File: src/rtl/mem_pkg.sv
// Shared memory-access encodings for the data-BRAM port.
// Also holds the byte-lane mask helper and the port sequencer state type.
package mem_pkg;

  typedef enum logic [1:0] {
    MEM_DISABLE   = 2'b00,
    MEM_READ_SEXT = 2'b01,
    MEM_READ_ZEXT = 2'b10,
    MEM_WRITE     = 2'b11
  } mem_op_e;

  typedef enum logic [1:0] {
    BYTE     = 2'b00,
    HALFWORD = 2'b01,
    WORD     = 2'b10
  } mem_size_e;

  typedef enum logic [1:0] {
    IDLE   = 2'b00,
    RD_CPU = 2'b01,
    RD_DBG = 2'b10
  } port_state_e;

  // Cycles a debug request may lose arbitration before it is forced through.
  localparam int unsigned DBG_MAX_WAIT = 8;

  function automatic logic [3:0] lane_mask(input logic [1:0] size, input logic [1:0] lane);
    case (size)
      BYTE:     lane_mask = 4'b0001 << lane;
      HALFWORD: lane_mask = 4'b0011 << lane;
      default:  lane_mask = 4'b1111;
    endcase
  endfunction

endpackage

File: src/rtl/load_extract.sv
// Moves the addressed byte/halfword of a BRAM word down to bit 0
// and sign- or zero-extends it to 32 bits.
module load_extract
  import mem_pkg::*;
(
  input  logic [31:0] doutB,
  input  logic [1:0]  lane,
  input  logic [1:0]  size,
  input  logic        sext,
  output logic [31:0] data
);

  logic [31:0] shifted;

  always_comb begin
    shifted = doutB >> {lane, 3'b000};
    case (size)
      BYTE:     data = {{24{sext & shifted[7]}}, shifted[7:0]};
      HALFWORD: data = {{16{sext & shifted[15]}}, shifted[15:0]};
      default:  data = doutB;
    endcase
  end

endmodule

File: src/rtl/dmem_port_ctrl.sv
// Port-B sequencer for the data BRAM: arbitrates CPU vs debug access,
// steers sub-word stores and returns extended load data one cycle later.
module dmem_port_ctrl
  import mem_pkg::*;
(
  input  logic        clk,
  input  logic        rstn,
  input  logic        cpu_req,
  input  logic [31:0] cpu_addr,
  input  logic [1:0]  cpu_memOp,
  input  logic [1:0]  cpu_memSize,
  input  logic [31:0] cpu_wdata,
  output logic        cpu_stall,
  output logic        cpu_rvalid,
  output logic [31:0] cpu_rdata,
  output logic        cpu_misalign,
  input  logic        dbg_req,
  input  logic        dbg_we,
  input  logic [12:0] dbg_addr,
  input  logic [31:0] dbg_wdata,
  output logic        dbg_gnt,
  output logic        dbg_rvalid,
  output logic [31:0] dbg_rdata,
  output logic        enaB,
  output logic [3:0]  weB,
  output logic [12:0] addrB,
  output logic [31:0] dinB,
  input  logic [31:0] doutB
);

  localparam logic [7:0] WAIT_MAX = 8'(DBG_MAX_WAIT);

  port_state_e state_q, state_d;
  logic [7:0]  wait_cnt_q, wait_cnt_d;
  logic [1:0]  lane_q, lane_d;
  logic [1:0]  size_q, size_d;
  logic        sext_q, sext_d;

  logic        cpu_valid, cpu_misaligned, cpu_ok, cpu_is_load;
  logic        dbg_win, cpu_issue, dbg_issue;
  logic [31:0] load_data;
  logic        unused_addr_hi;

  assign unused_addr_hi = ^cpu_addr[31:15];

  load_extract u_load_extract (
    .doutB (doutB),
    .lane  (lane_q),
    .size  (size_q),
    .sext  (sext_q),
    .data  (load_data)
  );

  // NOTE: every signal written here gets a default first, so no path leaves one unassigned (no latches).
  always_comb begin
    cpu_valid      = cpu_req && (cpu_memOp != MEM_DISABLE);
    cpu_misaligned = ((cpu_memSize == HALFWORD) && cpu_addr[0]) ||
                     ((cpu_memSize == WORD) && (cpu_addr[1:0] != 2'b00));
    cpu_ok         = cpu_valid && !cpu_misaligned;
    cpu_is_load    = (cpu_memOp == MEM_READ_SEXT) || (cpu_memOp == MEM_READ_ZEXT);

    // Misaligned CPU requests drop out here, so debug can take the port that cycle.
    dbg_win   = dbg_req && (!cpu_ok || (wait_cnt_q == WAIT_MAX));
    cpu_issue = rstn && (state_q == IDLE) && cpu_ok && !dbg_win;
    dbg_issue = rstn && (state_q == IDLE) && dbg_win;

    state_d    = IDLE;
    wait_cnt_d = wait_cnt_q;
    lane_d     = lane_q;
    size_d     = size_q;
    sext_d     = sext_q;

    if (state_q == IDLE) begin
      if (cpu_issue && cpu_is_load) state_d = RD_CPU;
      else if (dbg_issue && !dbg_we) state_d = RD_DBG;
    end

    if (!dbg_req || dbg_issue)   wait_cnt_d = '0;
    else if (wait_cnt_q != WAIT_MAX) wait_cnt_d = wait_cnt_q + 8'd1;

    if (cpu_issue && cpu_is_load) begin
      lane_d = cpu_addr[1:0];
      size_d = cpu_memSize;
      sext_d = (cpu_memOp == MEM_READ_SEXT);
    end

    enaB         = 1'b0;
    weB          = 4'b0000;
    addrB        = '0;
    dinB         = '0;
    dbg_gnt      = 1'b0;
    cpu_stall    = 1'b0;
    cpu_misalign = 1'b0;
    cpu_rvalid   = 1'b0;
    cpu_rdata    = '0;
    dbg_rvalid   = 1'b0;
    dbg_rdata    = '0;

    if (cpu_issue) begin
      enaB  = 1'b1;
      addrB = cpu_addr[14:2];
      if (cpu_memOp == MEM_WRITE) begin
        weB = lane_mask(cpu_memSize, cpu_addr[1:0]);
        case (cpu_memSize)
          BYTE:     dinB = {4{cpu_wdata[7:0]}};
          HALFWORD: dinB = {2{cpu_wdata[15:0]}};
          default:  dinB = cpu_wdata;
        endcase
      end
    end else if (dbg_issue) begin
      enaB    = 1'b1;
      addrB   = dbg_addr;
      weB     = dbg_we ? 4'b1111 : 4'b0000;
      dinB    = dbg_wdata;
      dbg_gnt = 1'b1;
    end

    // Outputs are forced low while reset is held, including a response in flight.
    if (rstn) begin
      cpu_misalign = cpu_valid && cpu_misaligned;
      cpu_stall    = cpu_ok && ((state_q == RD_DBG) ||
                                ((state_q == IDLE) && (dbg_win || cpu_is_load)));
      cpu_rvalid   = (state_q == RD_CPU);
      dbg_rvalid   = (state_q == RD_DBG);
      if (cpu_rvalid) cpu_rdata = load_data;
      if (dbg_rvalid) dbg_rdata = doutB;
    end
  end

  // NOTE: sequential state uses non-blocking assignments so every flop samples pre-edge values.
  always_ff @(posedge clk) begin
    if (!rstn) begin
      state_q    <= IDLE;
      wait_cnt_q <= '0;
      lane_q     <= '0;
      size_q     <= '0;
      sext_q     <= 1'b0;
    end else begin
      state_q    <= state_d;
      wait_cnt_q <= wait_cnt_d;
      lane_q     <= lane_d;
      size_q     <= size_d;
      sext_q     <= sext_d;
    end
  end

endmodule

File: config.mk
export PLATFORM = sky130hd
export DESIGN_NAME = dmem_port_ctrl
export DESIGN_NICKNAME = d
export VERILOG_FILES = /design/src/rtl/mem_pkg.sv /design/src/rtl/load_extract.sv /design/src/rtl/dmem_port_ctrl.sv
export SDC_FILE = /design/constraint.sdc
export NUM_CORES = 1
export LEC_CHECK = 0
export ABC_AREA = 1
export CORE_AREA = 2 2 104 106
export DETAILED_ROUTE_END_ITERATION = 8
export DIE_AREA = 0 0 106 108
export PLACE_DENSITY_LB_ADDON = 0.05
export SYNTH_ARGS = -nofsm -noshare
export SYNTH_HDL_FRONTEND = slang
export SYNTH_SLANG_ARGS = --single-unit
File: constraint.sdc
create_clock -name clk -period 1.7 [get_ports clk]
set_input_delay 0.34 -clock clk [delete_from_list [all_inputs] [get_ports clk]]
set_output_delay 0.34 -clock clk [all_outputs]
set_load 0.1 [all_outputs]
==> results of run 1 <==
stage by stage:
stage | TNS [ns] | setup slack (ns)
2_1_floorplan | -29.89 | -0.459
3_3_place_gp | -83.43 | -1.02
3_5_place_dp | -94.42 | -1.14
kinds of logic after synthesis:
logic type / synth area share
buffers and inverters: 0.154
adders and majority gates: 0.0221
DFF: 0.106
xor gates and xnor gates: 0.0124
and+or+nand+nor: 0.534
AOI/OAI and AO/OA: 0.171
Yosys cell counts, types with 3 or more instances:
library cell / count / share of area
ha_1: 5 / 0.022
xor2_1: 3 / 0.0093
a21oi_1: 29 / 0.051
nor2_1: 143 / 0.19
nand2_1: 198 / 0.26
o21ai_0: 29 / 0.051
nand4_1: 5 / 0.011
buf_4: 7 / 0.019
nand3_2: 3 / 0.011
nand3_1: 21 / 0.037
o31ai_1: 7 / 0.019
a22oi_1: 7 / 0.019
buf_2: 6 / 0.011
dfxtp_1: 15 / 0.11
inv_2: 7 / 0.0093
buf_6: 4 / 0.016
o22ai_1: 8 / 0.018
nor2_4: 3 / 0.012
clkbuf_1: 13 / 0.017
inv_1: 60 / 0.080
==> reports/results.tsv, run 1 <==
metric	value	unit
hold_buf cts	0	
initial core utilization	0.277	
Synth Cell Area	2830	sq um
HPWL after DPL	18.3	mm
sequential share of the synthesized area	0.106	
Avg Inst Size Synth	4.85	sq um
Placement Rows	37	
Clock Path Buffers	2	
IO Count	269	
placed cells	1059	
Async S/R FF share, synth	0	
clk sinks	15	
H-tree Lvls	1	
Synthesized Nets	739	
Stopped at	4_1_cts	
placed inst area	9560	sq um
outcome	stopped before the end	
Yosys cell types	31	
PortBufs	251	
GPL Wtd Cong	0.911	
Synth Flop Type	dfxtp_1	
Syn Inst Count	584	
Post-CTS Setup Inserts	20	
die width	106	um
Die H	108	um
CTS Root Cell	clkbuf_8	
tool error	[ERROR DPL-0038] Utilization greater than 100%, impossible to legalize	
post-cts repair resize count	226	
Syn. warnings	0	
number of synthesized flops with an enable pin	0	
post-synthesis register bit count	15	
CTS buffer count	3	
==> run 2: changes to the inputs <==
Settings changed: CORE_AREA 2 2 104 106 to 2 2 105 107, DIE_AREA 0 0 106 108 to 0 0 107 109, PLACE_DENSITY_LB_ADDON 0.05 to 0.15.
Clock period 1.7 ns to 2.2 ns, I/O delays scaled along.
==> reports/results.tsv, run 2 <==
metric	value	unit	change
outcome	finished with violations		was stopped before the end
failing checks	negative setup slack		
hold_buf cts	0		unchanged
top-count cell post-synth	nand2_1		unchanged
DRC viols	0		
Max Slew Vio Count	0		
Post-synth top cells	nand2_1, nor2_1, inv_1		unchanged
Worst-path clk slew	0.07	ns	
max layer used	met4		
crit path launch type	input port		
sw frac	0.506		
number of synthesized flops with an enable pin	0		unchanged
clk sinks	15		unchanged
r2r endpoint	wait_cnt_q[1]$_SDFFE_PP0P_		
Placement Rows	38		was 37
Sequential Power Share	0.128		
CP delay by family, top	buffers and inverters		
hold crit path type	flip-flop to flip-flop		
Synth area leader	nand2_1		unchanged
largest net degree at the start of global routing	34		
Worst Tran Pin Value	0.471	ns	
Total GRT Usage	0.306		
PortBufs	251		unchanged
vias in the first global route	5498		
Gate power share	0.764		
most frequent cells in the layout	buf_12, clkdlybuf4s50_1, nor2_1		
Worst Hold End	wait_cnt_q[7]$_SDFFE_PP0P_		
fin crit period	2.60	ns	
Largest register FFs	8		
core area	10600	sq um	
Reg2Reg Depth	15		
fill cell count	526		
Min-Delay Startpoint	wait_cnt_q[7]$_SDFFE_PP0P_		
GPL Wtd Cong	0.866		was 0.911
PD cells	247	nW/um^2	
hold-critical path depth	2		
Async S/R FF share, synth	0		unchanged
Worst Slack Setup Final	-0.397	ns	
Synth Cell Area	2830	sq um	unchanged
initial core utilization	0.267		was 0.277
Hold Vio Cnt, Final	0		
leakage power	4.00	nW	
sequential share of the synthesized area	0.106		unchanged
fraction of layout cells with a size suffix above 1	0.473		
placed cells	983		was 1,059
Layout Nets	1040		
unrepaired setup endpoints after global routing	true		
largest cells by area after synthesis	nand2_1, nor2_1, dfxtp_1		unchanged
H-tree Lvls	1		unchanged
Avg Inst Size Synth	4.85	sq um	unchanged
Critical Path Sink Type	primary output		
Clock Path Buffers	2		unchanged
CTS buffer count	3		unchanged
die area	11700	sq um	
Slew headroom	0.682		
antenna-violating nets left	0		
HPWL after DPL	13.5	mm	was 18.3 mm
Synth Flop Type	dfxtp_1		unchanged
via count	5262		
switching power	1.13	mW	
Cell Chain, Critical Path	clkdlybuf4s15_2 > inv_1 > nand2_2 > nand2_2 > nand3_4 > o21bai_4 > nand2_2 > nor2_4 > buf_6 > clkbuf_16 > nand2_2 > nand2_8 > buf_12		
Syn. warnings	0		unchanged
worst vdd ir	248	uV	
CTS tree	yes		
Die H	109	um	was 108 um
final setup fails	67		
Synth top area share	0.263		unchanged
Synthesized Nets	739		unchanged
fin crit share	1.18		
vias per cell	5.14		
drt wl/cell	19.0	um	
post-synthesis register bit count	15		unchanged
Layout Skew	0.00687	ns	
met1 wire length	6.10	mm	
Req. time, crit path	1.76	ns	
Syn Inst Count	584		unchanged
Crit path top cell by count	nand2_2		
CP peak stage delay	0.22	ns	
iteration-0 DRC count of the detailed router	226		
Critical R2R Launch	wait_cnt_q[1]$_SDFFE_PP0P_		
synth-to-layout area growth	220	%	
non-filler cells, final	1024		
WL met2	10.7	mm	
Crit Path Max Fanout	9		
WL final	19.5	mm	
Yosys cell types	31		unchanged
CP max stage cell	clkdlybuf4s15_2		
Worst Setup Path Type	input port to primary output		
first-pass GRT wire length	28.2	mm	
# Max-Cap Violations	0		
CTS Root Cell	clkbuf_8		unchanged
Clock Latency Late Sink	0.27	ns	
Diodes inserted	0		
clock share of power	0.108		
f_max	385	MHz	
metal3 WL	1.62	mm	
worst path arrival time	2.16	ns	
area of the multi-input gates	3690	sq um	
pre-CTS setup slack	-0.697	ns	was -1.14 ns
largest register by flop count	wait_cnt_q		
flop2flop setup slack	0.18	ns	
internal power	1.10	mW	
die width	107	um	was 106 um
antenna violations before repair	0		
commonest non-fill, non-tap cell in the layout	buf_12		
DR pass1 iterations	5		
grt ovf	0		
IO Count	269		unchanged
Critical path buffers and inverters	5		
register area	309	sq um	
[run 2: routing by layer]
layer,vias to the layer above,GRT usage
met4,0,0.137
met2,310,0.618
li1,2416,-
met1,2465,0.285
met3,71,0.0825
met5,-,0
[run 2: worst max-delay path by stage]
stage | start | slack [ns] | to | cells after the start
global route | cpu_addr[0] | -0.49 | dinB[22] | 13
global placement | cpu_memOp[0] | -0.63 | dinB[9] | 12
finish | cpu_addr[0] | -0.40 | dinB[4] | 13
floorplan | rstn | -0.44 | dbg_rdata[22] | 4
detailed placement | cpu_memOp[1] | -0.70 | dinB[25] | 12
CTS | wait_cnt_q[1]$_SDFFE_PP0P_ | -0.36 | dinB[27] | 13
[run 2: stage by stage]
step                hold slack [ns]  utilization  setup TNS (ns)  cell area (sq um)  power, mW
floorplan                     0.501            -          -15.92               4010       1.16
global placement              0.516        0.758          -39.60               8040       1.81
detailed placement            0.535        0.758          -44.02               8040       1.83
CTS                           0.552        0.826          -15.30               8750       2.16
global route                  0.572        0.854          -24.74               9050       2.31
finish                        0.555        0.854          -18.15               9050       2.24
[run 2: kinds of logic (layout without fill, tap and decap cells)]
logic type / after synthesis / in the layout / share of synthesized area
AOI/OAI and AO/OA: 84 / 84 / 0.171
xor gates and xnor gates: 4 / 4 / 0.0124
adders and majority gates: 5 / 5 / 0.0221
buffers and inverters: 99 / 399 / 0.154
DFF: 15 / 15 / 0.106
and+or+nand+nor: 377 / 377 / 0.534
[run 2: final cells by class]
type                       instances  share of cell area
clock buffer                       4             0.00498
inverter                          69              0.0303
multi-input combinational        470               0.407
sequential                        15              0.0341
tap                              140              0.0194
timing repair buffer             326               0.504
[run 2: power groups by stage]
stage	sequential (mW)	clock, mW	combinational [mW]
after global routing	0.286	0.253	1.77
final	0.286	0.242	1.71
after floorplan	0.289	0	0.874
after detailed placement	0.290	0	1.54
after global placement	0.290	0	1.52
after CTS	0.285	0.234	1.64
[run 2: worst register-to-register path, cell delays in order (launching register included)]
cell and delay, ns:
dfxtp_2 0.33, inv_2 0.08, ha_4 0.13, nand3b_1 0.12
nor2_4 0.16, inv_2 0.06, buf_4 0.13, buf_4 0.12
buf_4 0.12, buf_4 0.12, buf_4 0.12, buf_4 0.12
buf_4 0.13, o21ai_2 0.12, inv_1 0.05, nor2_1 0.07
[run 2: repair_timing]
action,4_1_cts,5_1_grt
resized for setup,110,90
buffers inserted,30,4
gates cloned,6,2
endpoints found under the setup margin,117,83
pin swaps,18,26
Note: power is estimated with default switching activity, not from simulation.
==> run 3: changes to the inputs <==
Settings changed: CTS_CLUSTER_SIZE set to 10.
==> results of run 3 <==
Same layout as run 2: the final DEF is identical, and so are final timing and power.
==> run 4: changes to the inputs <==
--- a/config.mk
+++ b/config.mk
@@ -12,4 +12,5 @@
 export DIE_AREA = 0 0 107 109
 export PLACE_DENSITY_LB_ADDON = 0.15
+export SLEW_MARGIN = 5
 export SYNTH_ARGS = -nofsm -noshare
 export SYNTH_HDL_FRONTEND = slang
==> constraint.sdc (replaced) <==
create_clock -name clk -period 2.2 [get_ports clk]
set_input_delay 0.22 -clock clk [delete_from_list [all_inputs] [get_ports clk]]
set_output_delay 0.22 -clock clk [all_outputs]
set_load 0.1 [all_outputs]
==> reports/results.tsv, run 4 (synthesized netlist as in run 2, its figures left out) <==
metric	value	unit	change
outcome	finished with violations		unchanged
failing checks	negative setup slack		unchanged
unrepaired setup endpoints after global routing	true		unchanged
Cell Chain, Critical Path	inv_2 > ha_4 > nand3b_1 > nor2_4 > inv_2 > nand2_2 > nand3b_4 > clkinv_4 > buf_8 > clkbuf_16 > nand2_2 > nand2_2 > buf_12		was clkdlybuf4s15_2 > inv_1 > nand2_2 > nand2_2 > nand3_4 > o21bai_4 > nand2_2 > nor2_4 > buf_6 > clkbuf_16 > nand2_2 > nand2_8 > buf_12
f_max	448	MHz	was 385 MHz
hold-critical path depth	4		was 2
hold_buf cts	0		unchanged
DR pass1 iterations	5		unchanged
DRC viols	0		unchanged
antenna-violating nets left	0		unchanged
total power	2.11	mW	was 2.24 mW
most frequent cells in the layout	buf_12, clkdlybuf4s50_1, nand2_1		was buf_12, clkdlybuf4s50_1, nor2_1
Gate power share	0.756		was 0.764
Clock Latency Late Sink	0.25	ns	was 0.27 ns
drt wl/cell	17.6	um	was 19.0 um
Crit Path Max Fanout	5		was 9
CP max stage cell	dfxtp_2		was clkdlybuf4s15_2
Max Slew Vio Count	0		unchanged
Layout Skew	0.00104	ns	was 0.00687 ns
antenna violations before repair	1		was 0
Total GRT Usage	0.267		was 0.306
vias in the first global route	5095		was 5,498
Hold Vio Cnt, Final	0		unchanged
H-tree Lvls	1		unchanged
GPL Wtd Cong	0.942		was 0.866
Post-Route Setup TNS	-0.411	ns	was -18.15 ns
PortBufs	251		unchanged
final setup fails	27		was 67
sw frac	0.494		was 0.506
Diodes inserted	0		unchanged
Worst-path clk slew	0.06	ns	was 0.07 ns
Worst Slack Setup Final	-0.0330	ns	was -0.397 ns
first-pass GRT wire length	25.0	mm	was 28.2 mm
grt ovf	0		unchanged
CP peak stage delay	0.33	ns	was 0.22 ns
HPWL after DPL	12.6	mm	was 13.5 mm
hold crit path type	flip-flop to flip-flop		unchanged
Die H	109	um	unchanged
fin crit period	2.23	ns	was 2.60 ns
fraction of layout cells with a size suffix above 1	0.449		was 0.473
PD cells	258	nW/um^2	was 247 nW/um^2
crit path launch type	flip-flop		was input port
Sequential Power Share	0.136		was 0.128
# Max-Cap Violations	0		unchanged
Layout Nets	1032		was 1,040
worst vdd ir	208	uV	was 248 uV
Worst Tran Pin Value	0.442	ns	was 0.471 ns
Worst Setup Path Type	flip-flop to primary output		was input port to primary output
Req. time, crit path	1.98	ns	was 1.76 ns
largest net degree at the start of global routing	34		unchanged
WL final	17.9	mm	was 19.5 mm
leakage power	3.73	nW	was 4.00 nW
commonest non-fill, non-tap cell in the layout	buf_12		unchanged
CTS tree	yes		unchanged
Critical Path Sink Type	primary output		unchanged
die area	11700	sq um	unchanged
clock share of power	0.109		was 0.108
Clock Path Buffers	2		unchanged
die width	107	um	unchanged
vias per cell	5.09		was 5.14
Slew headroom	0.703		was 0.682
initial core utilization	0.267		unchanged
fin crit share	1.01		was 1.18
worst path arrival time	2.01	ns	was 2.16 ns
via count	5173		was 5,262
switching power	1.04	mW	was 1.13 mW
Crit path top cell by count	nand2_2		unchanged
CTS Root Cell	clkbuf_8		unchanged
clk sinks	15		unchanged
Reg2Reg Depth	17		was 15
synth-to-layout area growth	189	%	was 220%
IO Count	269		unchanged
internal power	1.07	mW	was 1.10 mW
Placement Rows	38		unchanged
iteration-0 DRC count of the detailed router	320		was 226
pre-CTS setup slack	-0.185	ns	was -0.697 ns
largest register by flop count	wait_cnt_q		unchanged
core area	10600	sq um	unchanged
CTS buffer count	3		unchanged
Largest register FFs	8		unchanged
[run 4: cell count changes in the layout (fill, tap and decap cells not counted), sizes merged]
| cell | previous run | this run |
|---|---|---|
| buf | 194 | 181 |
| clkdlybuf4s50 | 112 | 123 |
| inv | 67 | 66 |
| dlygate4sd2 | 5 | 8 |
| clkbuf | 8 | 9 |
| dlymetal6s2s | 8 | 1 |
| clkinv | 2 | 3 |
| clkdlybuf4s15 | 3 | 0 |
[run 4: what timing repair did]
item                                    CTS  global route
setup buffers                            19             4
gates cloned                              4             7
gates resized for setup                  38           138
pin swaps                                13            44
endpoints found under the setup margin   72            73
[run 4: per-stage QoR]
stage               instances  cell area (sq um)  utilization  hold slack [ns]
floorplan                 584               3120            -            0.292
global placement          981               7170        0.676            0.515
detailed placement        981               7170        0.676            0.532
CTS                      1008               7560        0.713            0.542
global route             1016               8180        0.772            0.578
finish                   1016               8180        0.772            0.553
[run 4: area by class of cell]
type,instances,area (sq um)
clock buffer,4,45.0
sequential,15,305
timing repair buffer,318,4480
inverter,69,268
tap,140,175
fill,685,2420
multi-input combinational,470,2910
[run 4: path summary, 6_finish.rpt]
| path | from | endpoint | slack, ns |
|---|---|---|---|
| max | wait_cnt_q[0]$_SDFFE_PP0P_ | addrB[7] | -0.03 |
| min | sext_q$_SDFFE_PN0P_ | sext_q$_SDFFE_PN0P_ | 0.55 |
| max reg2reg | wait_cnt_q[0]$_SDFFE_PP0P_ | wait_cnt_q[1]$_SDFFE_PP0P_ | 0.04 |
| min reg2reg | sext_q$_SDFFE_PN0P_ | sext_q$_SDFFE_PN0P_ | 0.55 |
[run 4: critical path, delay by kind of cell (launching register included)]
kind,cells,cell delay (ns)
adder cells (fa/ha/maj),1,0.12
flip-flops,1,0.33
buffers and inverters,6,0.68
AND/OR/NAND/NOR,6,0.61
[run 4: power groups by stage]
| stage | combinational [mW] | sequential, mW | clock, mW |
|---|---|---|---|
| after floorplan | 0.758 | 0.289 | 0 |
| after global placement | 1.40 | 0.291 | 0 |
| after detailed placement | 1.42 | 0.292 | 0 |
| after CTS | 1.47 | 0.285 | 0.232 |
| after global routing | 1.66 | 0.287 | 0.243 |
| final | 1.60 | 0.286 | 0.229 |
[run 4: per-layer routing]
metal  share of wire  track usage  vias up
met5         0.00061            0        -
met4           0.062        0.128        2
met3           0.085       0.0723       79
met2            0.51        0.515      290
met1            0.34        0.265     2401
li1                -            -     2401
